$ cat config.mk
export PLATFORM = sky130hd
export DESIGN_NAME = ultrasonic_burst_scheduler
export DESIGN_NICKNAME = d
export VERILOG_FILES = /design/src/rtl/ultrasonic_pkg.sv /design/src/rtl/ultrasonic_burst_scheduler_carrier.sv /design/src/rtl/ultrasonic_burst_scheduler.sv
export SDC_FILE = /design/constraint.sdc
export NUM_CORES = 1
export LEC_CHECK = 0
export ABC_AREA = 1
export CAP_MARGIN = 10
export CORE_UTILIZATION = 53
export CTS_CLUSTER_DIAMETER = 120
export CTS_CLUSTER_SIZE = 14
export DETAILED_ROUTE_END_ITERATION = 7
export GPL_ROUTABILITY_DRIVEN = 0
export PLACE_DENSITY = 0.76
export SYNTH_ARGS = -nofsm -noshare
export SYNTH_HDL_FRONTEND = slang
export SYNTH_SLANG_ARGS = --single-unit
$ cat constraint.sdc
create_clock -name SYS_CLK -period 1.9 [get_ports SYS_CLK]
set_input_delay 0.19 -clock SYS_CLK [delete_from_list [all_inputs] [get_ports SYS_CLK]]
set_output_delay 0.19 -clock SYS_CLK [all_outputs]
set_load 0.005 [all_outputs]
$ cat src/rtl/ultrasonic_pkg.sv
// Shared types, width helpers and parameter legality checks for the ultrasonic burst scheduler.
package ultrasonic_pkg;

    typedef enum logic [1:0] {
        IDLE   = 2'd0,
        BURST  = 2'd1,
        LISTEN = 2'd2
    } us_state_e;

    // Width needed to hold 0..n-1, never less than one bit.
    function automatic int unsigned cnt_width(input int unsigned n);
        return (n <= 1) ? 1 : $clog2(n);
    endfunction

    function automatic int unsigned chw(input int unsigned num_ch);
        return cnt_width(num_ch);
    endfunction

    function automatic bit params_legal(
        input int unsigned num_ch,
        input int unsigned half_period,
        input int unsigned num_pulses,
        input int unsigned frame_cyc,
        input int unsigned rt_cyc,
        input int unsigned dead_cyc,
        input bit          dead_en
    );
        bit ok;
        ok = (num_ch >= 1) && (num_ch <= 16);
        ok = ok && (half_period >= 2) && (num_pulses >= 1);
        ok = ok && (frame_cyc > 2 * half_period * num_pulses);
        ok = ok && (rt_cyc > 0) && (rt_cyc < frame_cyc);
        ok = ok && (!dead_en || (dead_cyc < half_period));
        return ok;
    endfunction

endpackage

$ cat src/rtl/ultrasonic_burst_scheduler_carrier.sv
// Carrier generator: half-period counter, phase, pulse count and optional dead-time gating.
// Dead-time gating is compiled in when DEADTIME_EN is defined.
module us_carrier_gen
    import ultrasonic_pkg::*;
#(
    parameter int HALF_PERIOD = 622,
    parameter int NUM_PULSES  = 32,
    parameter int DEAD_CYC    = 4
) (
    input  logic SYS_CLK,
    input  logic RST_N,
    input  logic run,
    output logic hi,
    output logic lo,
    output logic done
);

    localparam int HPW = cnt_width(HALF_PERIOD);
    localparam int PW  = cnt_width(NUM_PULSES);
    localparam logic [HPW-1:0] HP_LAST    = HPW'(HALF_PERIOD - 1);
    localparam logic [HPW-1:0] DEAD_TC    = HPW'(DEAD_CYC);
    localparam logic [PW-1:0]  PULSE_LAST = PW'(NUM_PULSES - 1);
`ifdef DEADTIME_EN
    localparam bit DEAD_EN = 1'b1;
`else
    localparam bit DEAD_EN = 1'b0;
`endif

    logic           active_q, active_n;
    logic [HPW-1:0] hp_q, hp_n;
    logic           phase_q, phase_n;
    logic [PW-1:0]  pc_q, pc_n;
    logic           gate_n;

    // Registers describe the current burst cycle; a fresh burst loads phase=1 at count 0.
    always_comb begin
        active_n = 1'b0;
        hp_n     = '0;
        phase_n  = 1'b0;
        pc_n     = '0;
        if (run && !active_q) begin
            active_n = 1'b1;
            phase_n  = 1'b1;
        end else if (run) begin
            active_n = 1'b1;
            phase_n  = phase_q;
            pc_n     = pc_q;
            if (hp_q == HP_LAST) begin
                phase_n = ~phase_q;
                if (!phase_q) begin
                    pc_n = pc_q + PW'(1);
                end
            end else begin
                hp_n = hp_q + HPW'(1);
            end
        end
        gate_n = !DEAD_EN || (hp_n >= DEAD_TC);
    end

    always_ff @(posedge SYS_CLK) begin
        if (!RST_N) begin
            active_q <= 1'b0;
            hp_q     <= '0;
            phase_q  <= 1'b0;
            pc_q     <= '0;
            hi       <= 1'b0;
            lo       <= 1'b0;
        end else begin
            active_q <= active_n;
            hp_q     <= hp_n;
            phase_q  <= phase_n;
            pc_q     <= pc_n;
            hi       <= run && phase_n && gate_n;
            lo       <= run && !phase_n && gate_n;
        end
    end

    assign done = active_q && (hp_q == HP_LAST) && !phase_q && (pc_q == PULSE_LAST);

endmodule

$ cat src/rtl/ultrasonic_burst_scheduler.sv
// Round-robin multi-channel ultrasonic burst scheduler with frame timing and receiver strobes.
// Optional DEADTIME_EN inserts a dead gap after each carrier phase toggle.
//   state  | meaning
//   IDLE   | stopped, all legs low
//   BURST  | active channel driven by the carrier
//   LISTEN | legs low, frame counter running to the next burst
module ultrasonic_burst_scheduler
    import ultrasonic_pkg::*;
#(
    parameter int NUM_CH      = 4,
    parameter int HALF_PERIOD = 622,
    parameter int NUM_PULSES  = 32,
    parameter int FRAME_CYC   = 1650000,
    parameter int RT_CYC      = 30000,
    parameter int DEAD_CYC    = 4
) (
    input  logic                      SYS_CLK,
    input  logic                      RST_N,
    input  logic                      ON,
    input  logic [NUM_CH-1:0]         chMask,
    output logic                      burstStart,
    output logic                      roundTripFlag,
    output logic [chw(NUM_CH)-1:0]    activeCh,
    output logic                      busy,
    output logic [2*NUM_CH-1:0]       pulseOutput
);

    localparam int CHW = chw(NUM_CH);
    localparam int FW  = cnt_width(FRAME_CYC);
    localparam logic [FW-1:0] FRAME_LAST = FW'(FRAME_CYC - 1);
    localparam logic [FW-1:0] RT_TC      = FW'(RT_CYC);
`ifdef DEADTIME_EN
    localparam bit DEAD_EN = 1'b1;
`else
    localparam bit DEAD_EN = 1'b0;
`endif

    if (!params_legal(NUM_CH, HALF_PERIOD, NUM_PULSES, FRAME_CYC, RT_CYC, DEAD_CYC, DEAD_EN))
    begin : g_bad_params
        $error("ultrasonic_burst_scheduler: illegal parameter set");
    end

    us_state_e       state_q, state_n;
    logic [FW-1:0]   cnt_q, cnt_n;
    logic [CHW-1:0]  ch_q, ch_n;
    logic            bs_q, bs_n, rt_q, rt_n, busy_q;
    logic            run, car_hi, car_lo, car_done;

    // Circular search for the first set mask bit at or after start.
    function automatic logic [CHW-1:0] next_ch(input logic [NUM_CH-1:0] mask, input int start);
        logic [CHW-1:0] r;
        bit             found;
        int             idx;
        r     = '0;
        found = 1'b0;
        for (int i = 0; i < NUM_CH; i++) begin
            idx = (start + i) % NUM_CH;
            if (!found && mask[idx]) begin
                r     = CHW'(idx);
                found = 1'b1;
            end
        end
        return r;
    endfunction

    always_comb begin
        state_n = state_q;
        cnt_n   = cnt_q;
        ch_n    = ch_q;
        bs_n    = 1'b0;
        case (state_q)
            IDLE: begin
                if (ON && (|chMask)) begin
                    state_n = BURST;
                    cnt_n   = '0;
                    ch_n    = next_ch(chMask, 0);
                    bs_n    = 1'b1;
                end
            end
            default: begin
                if (!ON) begin
                    state_n = IDLE;
                    cnt_n   = '0;
                end else if (cnt_q == FRAME_LAST) begin
                    cnt_n = '0;
                    if (|chMask) begin
                        state_n = BURST;
                        ch_n    = next_ch(chMask, int'(ch_q) + 1);
                        bs_n    = 1'b1;
                    end else begin
                        state_n = IDLE;
                    end
                end else begin
                    cnt_n = cnt_q + FW'(1);
                    if (state_q == BURST && car_done) begin
                        state_n = LISTEN;
                    end
                end
            end
        endcase
        rt_n = (state_n != IDLE) && (cnt_n == RT_TC);
        run  = (state_n == BURST);
    end

    always_ff @(posedge SYS_CLK) begin
        if (!RST_N) begin
            state_q <= IDLE;
            cnt_q   <= '0;
            ch_q    <= '0;
            bs_q    <= 1'b0;
            rt_q    <= 1'b0;
            busy_q  <= 1'b0;
        end else begin
            state_q <= state_n;
            cnt_q   <= cnt_n;
            ch_q    <= ch_n;
            bs_q    <= bs_n;
            rt_q    <= rt_n;
            busy_q  <= (state_n != IDLE);
        end
    end

    us_carrier_gen #(
        .HALF_PERIOD (HALF_PERIOD),
        .NUM_PULSES  (NUM_PULSES),
        .DEAD_CYC    (DEAD_CYC)
    ) u_carrier (
        .SYS_CLK (SYS_CLK),
        .RST_N   (RST_N),
        .run     (run),
        .hi      (car_hi),
        .lo      (car_lo),
        .done    (car_done)
    );

    // Carrier and channel index are both flops; the demux only steers them.
    always_comb begin
        pulseOutput = '0;
        for (int c = 0; c < NUM_CH; c++) begin
            if (ch_q == CHW'(c)) begin
                pulseOutput[2*c +: 2] = {car_hi, car_lo};
            end
        end
    end

    assign burstStart    = bs_q;
    assign roundTripFlag = rt_q;
    assign activeCh      = ch_q;
    assign busy          = busy_q;

endmodule
==> run_results.csv <==
group,metric,value,unit
run_status,status,"finished, violations left",
run_status,violations,"negative setup slack",
worst_setup_path,end_kind,"flip-flop",
cells_and_area,syn_to_final_growth,33.0,%
global_routing,grt_max_degree,25,
yosys,yosysMostFrequentCell,"nand2_1",
worst_setup_path,rr_worst_depth,13,
floorplanning,ios,20,
sta,worstMarginPinSlew,490,ps
global_routing,grt_pass1_wl,11700,microns
floorplanning,die_w,75.5,microns
detailed_routing,drt_iter0_markers,161,
pwr,netSwitchingFraction,0.276,
worst_setup_path,critical_path_required,2150,ps
worst_setup_path,reg2reg_from,"u_carrier.pc_q[0]$_SDFFE_PP0P_",
pwr,p_leak,1.57,nW
cells_and_area,antenna_cells,0,
pwr,p_switching,0.000608,W
clock_tree,cts_hold_buf,0,
clock_tree,htree_levels,2,
yosys,yosysWarnings,0,
yosys,ys.flop_type,"dfxtp_1",
detailed_routing,vias,3075,
sta,slew_headroom,0.673,
sta,period_needed,1980,ps
pwr,power_density,579,nW/um^2
global_routing,grt_pass1_vias,2620,
placed_design,post_dp_cell_area,3410,sq um
pwr,cell_internal_pwr,0.00160,W
yosys,syn_inst,450,
yosys,synth_largest_area_cell,"dfxtp_1",
sta,final-setup-viol-count,19,
placed_design,place.port_buffers,19,
flow_run,cap_violations,0,
worst_setup_path,cp_num_buf_inv,1,
global_routing,grt.total_usage,0.271,
cells_and_area,final_cells,583,
yosys,synth_area,2870,sq um
yosys,mappedNetlistNets,467,
worst_setup_path,slowest_stage,"dfxtp_2",
worst_setup_path,arrival,2230,ps
cells_and_area,finalNetCount,529,
cells_and_area,fin_area,3810,sq um
hold_path,holdPathStages,1,
clock_tree,insertion_delay,310,ps
clock_tree,cts.sinks,47,
yosys,synth_seq_cells,47,
sta,max_freq,0.504,GHz
clock_tree,tritoncts,"done",
detailed_routing,viasPerCell,5.27,
yosys,yosys.area.top_type_share,0.328,
detailed_routing,drc,0,
clock_tree,clk_pin_slew_worst_paths,90,ps
sta,report.final.slew_viol_count,0,
sta,holdWs,483,ps
hold_path,min_path_type,"flip-flop to flip-flop",
worst_setup_path,start_kind,"flip-flop",
pwr,irDropWorstVdd,0.000365,V
detailed_routing,dr.pass1.iters,6,
yosys,synth_edf_count,0,
global_routing,gr-total-overflow,0,
floorplanning,start_util,0.554,
placed_design,dpl.cell_count,569,
detailed_routing,drtAntennaViolNets,0,
worst_setup_path,critical_path.max_stage_delay,350,ps
detailed_routing,wl_per_cell,13.5,microns
worst_setup_path,reg2reg_to,"u_carrier.hp_q[5]$_SDFF_PP0_",
sta,clock_skew,13.9,ps
sta,hold_viol,0,
sta,rsz0062_at_grt,"yes",
sta,fin_crit_sh,1.04,
clock_tree,cts_buffers,5,
global_routing,antenna_found_initial,0,
sta,setup_slack,-83.6,ps
hold_path,hold_end,"u_carrier.hp_q[0]$_SDFF_PP0_",
worst_setup_path,cp_top_family,"simple AND/OR/NAND/NOR gates",
worst_setup_path,rrSetupSlack,-80,ps
yosys,synthDistinctLibCells,37,
detailed_routing,wirelength,7850,microns
pwr,power_frac_clock,0.357,
yosys,synth-async-reset-ratio,0,
cells_and_area,drive_gt1_frac,0.224,
yosys,synth.yosys.seq_area_share,0.328,
worst_setup_path,worstPathCellList,"ha_4 > and3_4 > ha_4 > nand3_2 > nor2_2 > nand4_1 > nand2_1 > nand3_2 > nand2_2 > nor3_4 > buf_4 > nand3b_4 > nor2_2",
floorplanning,dieArea,5710,sq um
floorplanning,fp.coreArea,5170,sq um
clock_tree,cts_buffer_depth,2,
floorplanning,die_h,75.5,microns
yosys,yosys-top-cells-area,"dfxtp_1 (33%), nand2_1 (15%), nor2_1 (12%)",
worst_setup_path,critPathKind,"flip-flop to flip-flop",
hold_path,min-delay-start,"u_carrier.hp_q[0]$_SDFF_PP0_",
pwr,pwr-share-seq,0.466,
floorplanning,num_rows,26,
worst_setup_path,crit_start,"u_carrier.pc_q[0]$_SDFFE_PP0P_",
yosys,syn_area_per_cell,6.37,sq um
yosys,synthTopCellsByCount,"nand2_1 (116), nor2_1 (90), inv_1 (56), dfxtp_1 (47), nand3_1 (29)",
placed_design,dpl.hpwl,5410,microns
worst_setup_path,path_max_fanout,5,
pwr,comb_power_share,0.178,
cells_and_area,final_util,0.737,
clock_tree,root_buffer,"clkbuf_8",
## per-layer routing
layer,GRT usage,vias up,part of all wire,wire length [microns]
met3,0.0410,11,0.029,224
met4,0.0947,0,0.018,143
met2,0.466,67,0.51,4000
met5,0,-,0,0
li1,-,1555,-,-
met1,0.346,1442,0.44,3480
## cells in the final DEF (no fill, tap or decap), types with 6 or more instances in the layout
master	n
xor2_1	10
buf_4	37
ha_1	6
nor2_1	69
dfxtp_1	34
inv_1	53
clkbuf_8	6
nand3_1	25
a21oi_1	11
nand2_1	115
nand4_1	19
o21ai_0	14
clkdlybuf4s50_1	19
nor2_2	21
dfxtp_2	12
## power by group through the flow
stage | registers [W] | clock network (W) | logic [W]
after CTS | 0.00102 | 0.000792 | 0.000345
after floorplan | 0.00104 | 0 | 0.000203
after global placement | 0.00104 | 0 | 0.000327
after detailed placement | 0.00104 | 0 | 0.000335
final | 0.00103 | 0.000787 | 0.000393
after global routing | 0.00103 | 0.000833 | 0.000431
## timing repair
item / 4_1_cts / 5_1_grt
pin swaps: 8 / 20
cloned: 1 / 0
setup endpoints to repair: 17 / 31
gates resized for setup: 12 / 59
buffers inserted: 2 / 4
## sequential cells by signal (all words and copies together) (netlist names), 2 cells and up
name,flops
u_carrier.pc_q,5
cnt_q,21
activeCh,2
u_carrier.hp_q,10
state_q,2
## area by class of cell
class                   count  area [sq um]
fillers                   427          1360
repair buffers             61           524
clock inverters             2          35.0
inverters                  59           221
clock buffers               6          82.6
well taps                  70          87.6
flip-flops and latches     47           960
multi-input cells         338          1900
## through the flow
| step | setup slack (ps) | power (W) | TNS, ps |
|---|---|---|---|
| after floorplan | 12.7 | 0.00125 | 0 |
| after CTS | -0.319 | 0.00216 | -0.319 |
| after detailed placement | -98.0 | 0.00138 | -717 |
| final | -83.6 | 0.00221 | -821 |
| after global placement | -53.3 | 0.00137 | -53.3 |
| after global routing | -206 | 0.00229 | -2970 |
## how the worst max path moves through the flow
stage                                         to  slack, ps  depth (start not counted)
finish              u_carrier.hp_q[5]$_SDFF_PP0_        -80                         13
global route        u_carrier.hp_q[5]$_SDFF_PP0_       -210                         13
CTS                 u_carrier.hp_q[3]$_SDFF_PP0_       -0.3                         13
detailed placement      roundTripFlag$_SDFF_PN0_       -100                         13
global placement        roundTripFlag$_SDFF_PN0_        -50                         13
floorplan               activeCh[0]$_SDFFE_PN0P_         10                         11
## cells by family after synthesis
kind of cell               share of synthesized area
AOI/OAI and AO/OA                             0.0799
xor gates and xnor gates                      0.0489
adders and majority gates                     0.0436
buffers and inverters                         0.0886
DFF                                            0.328
and+or+nand+nor                                0.411
No activity file was read; power rests on OpenSTA's default activity.
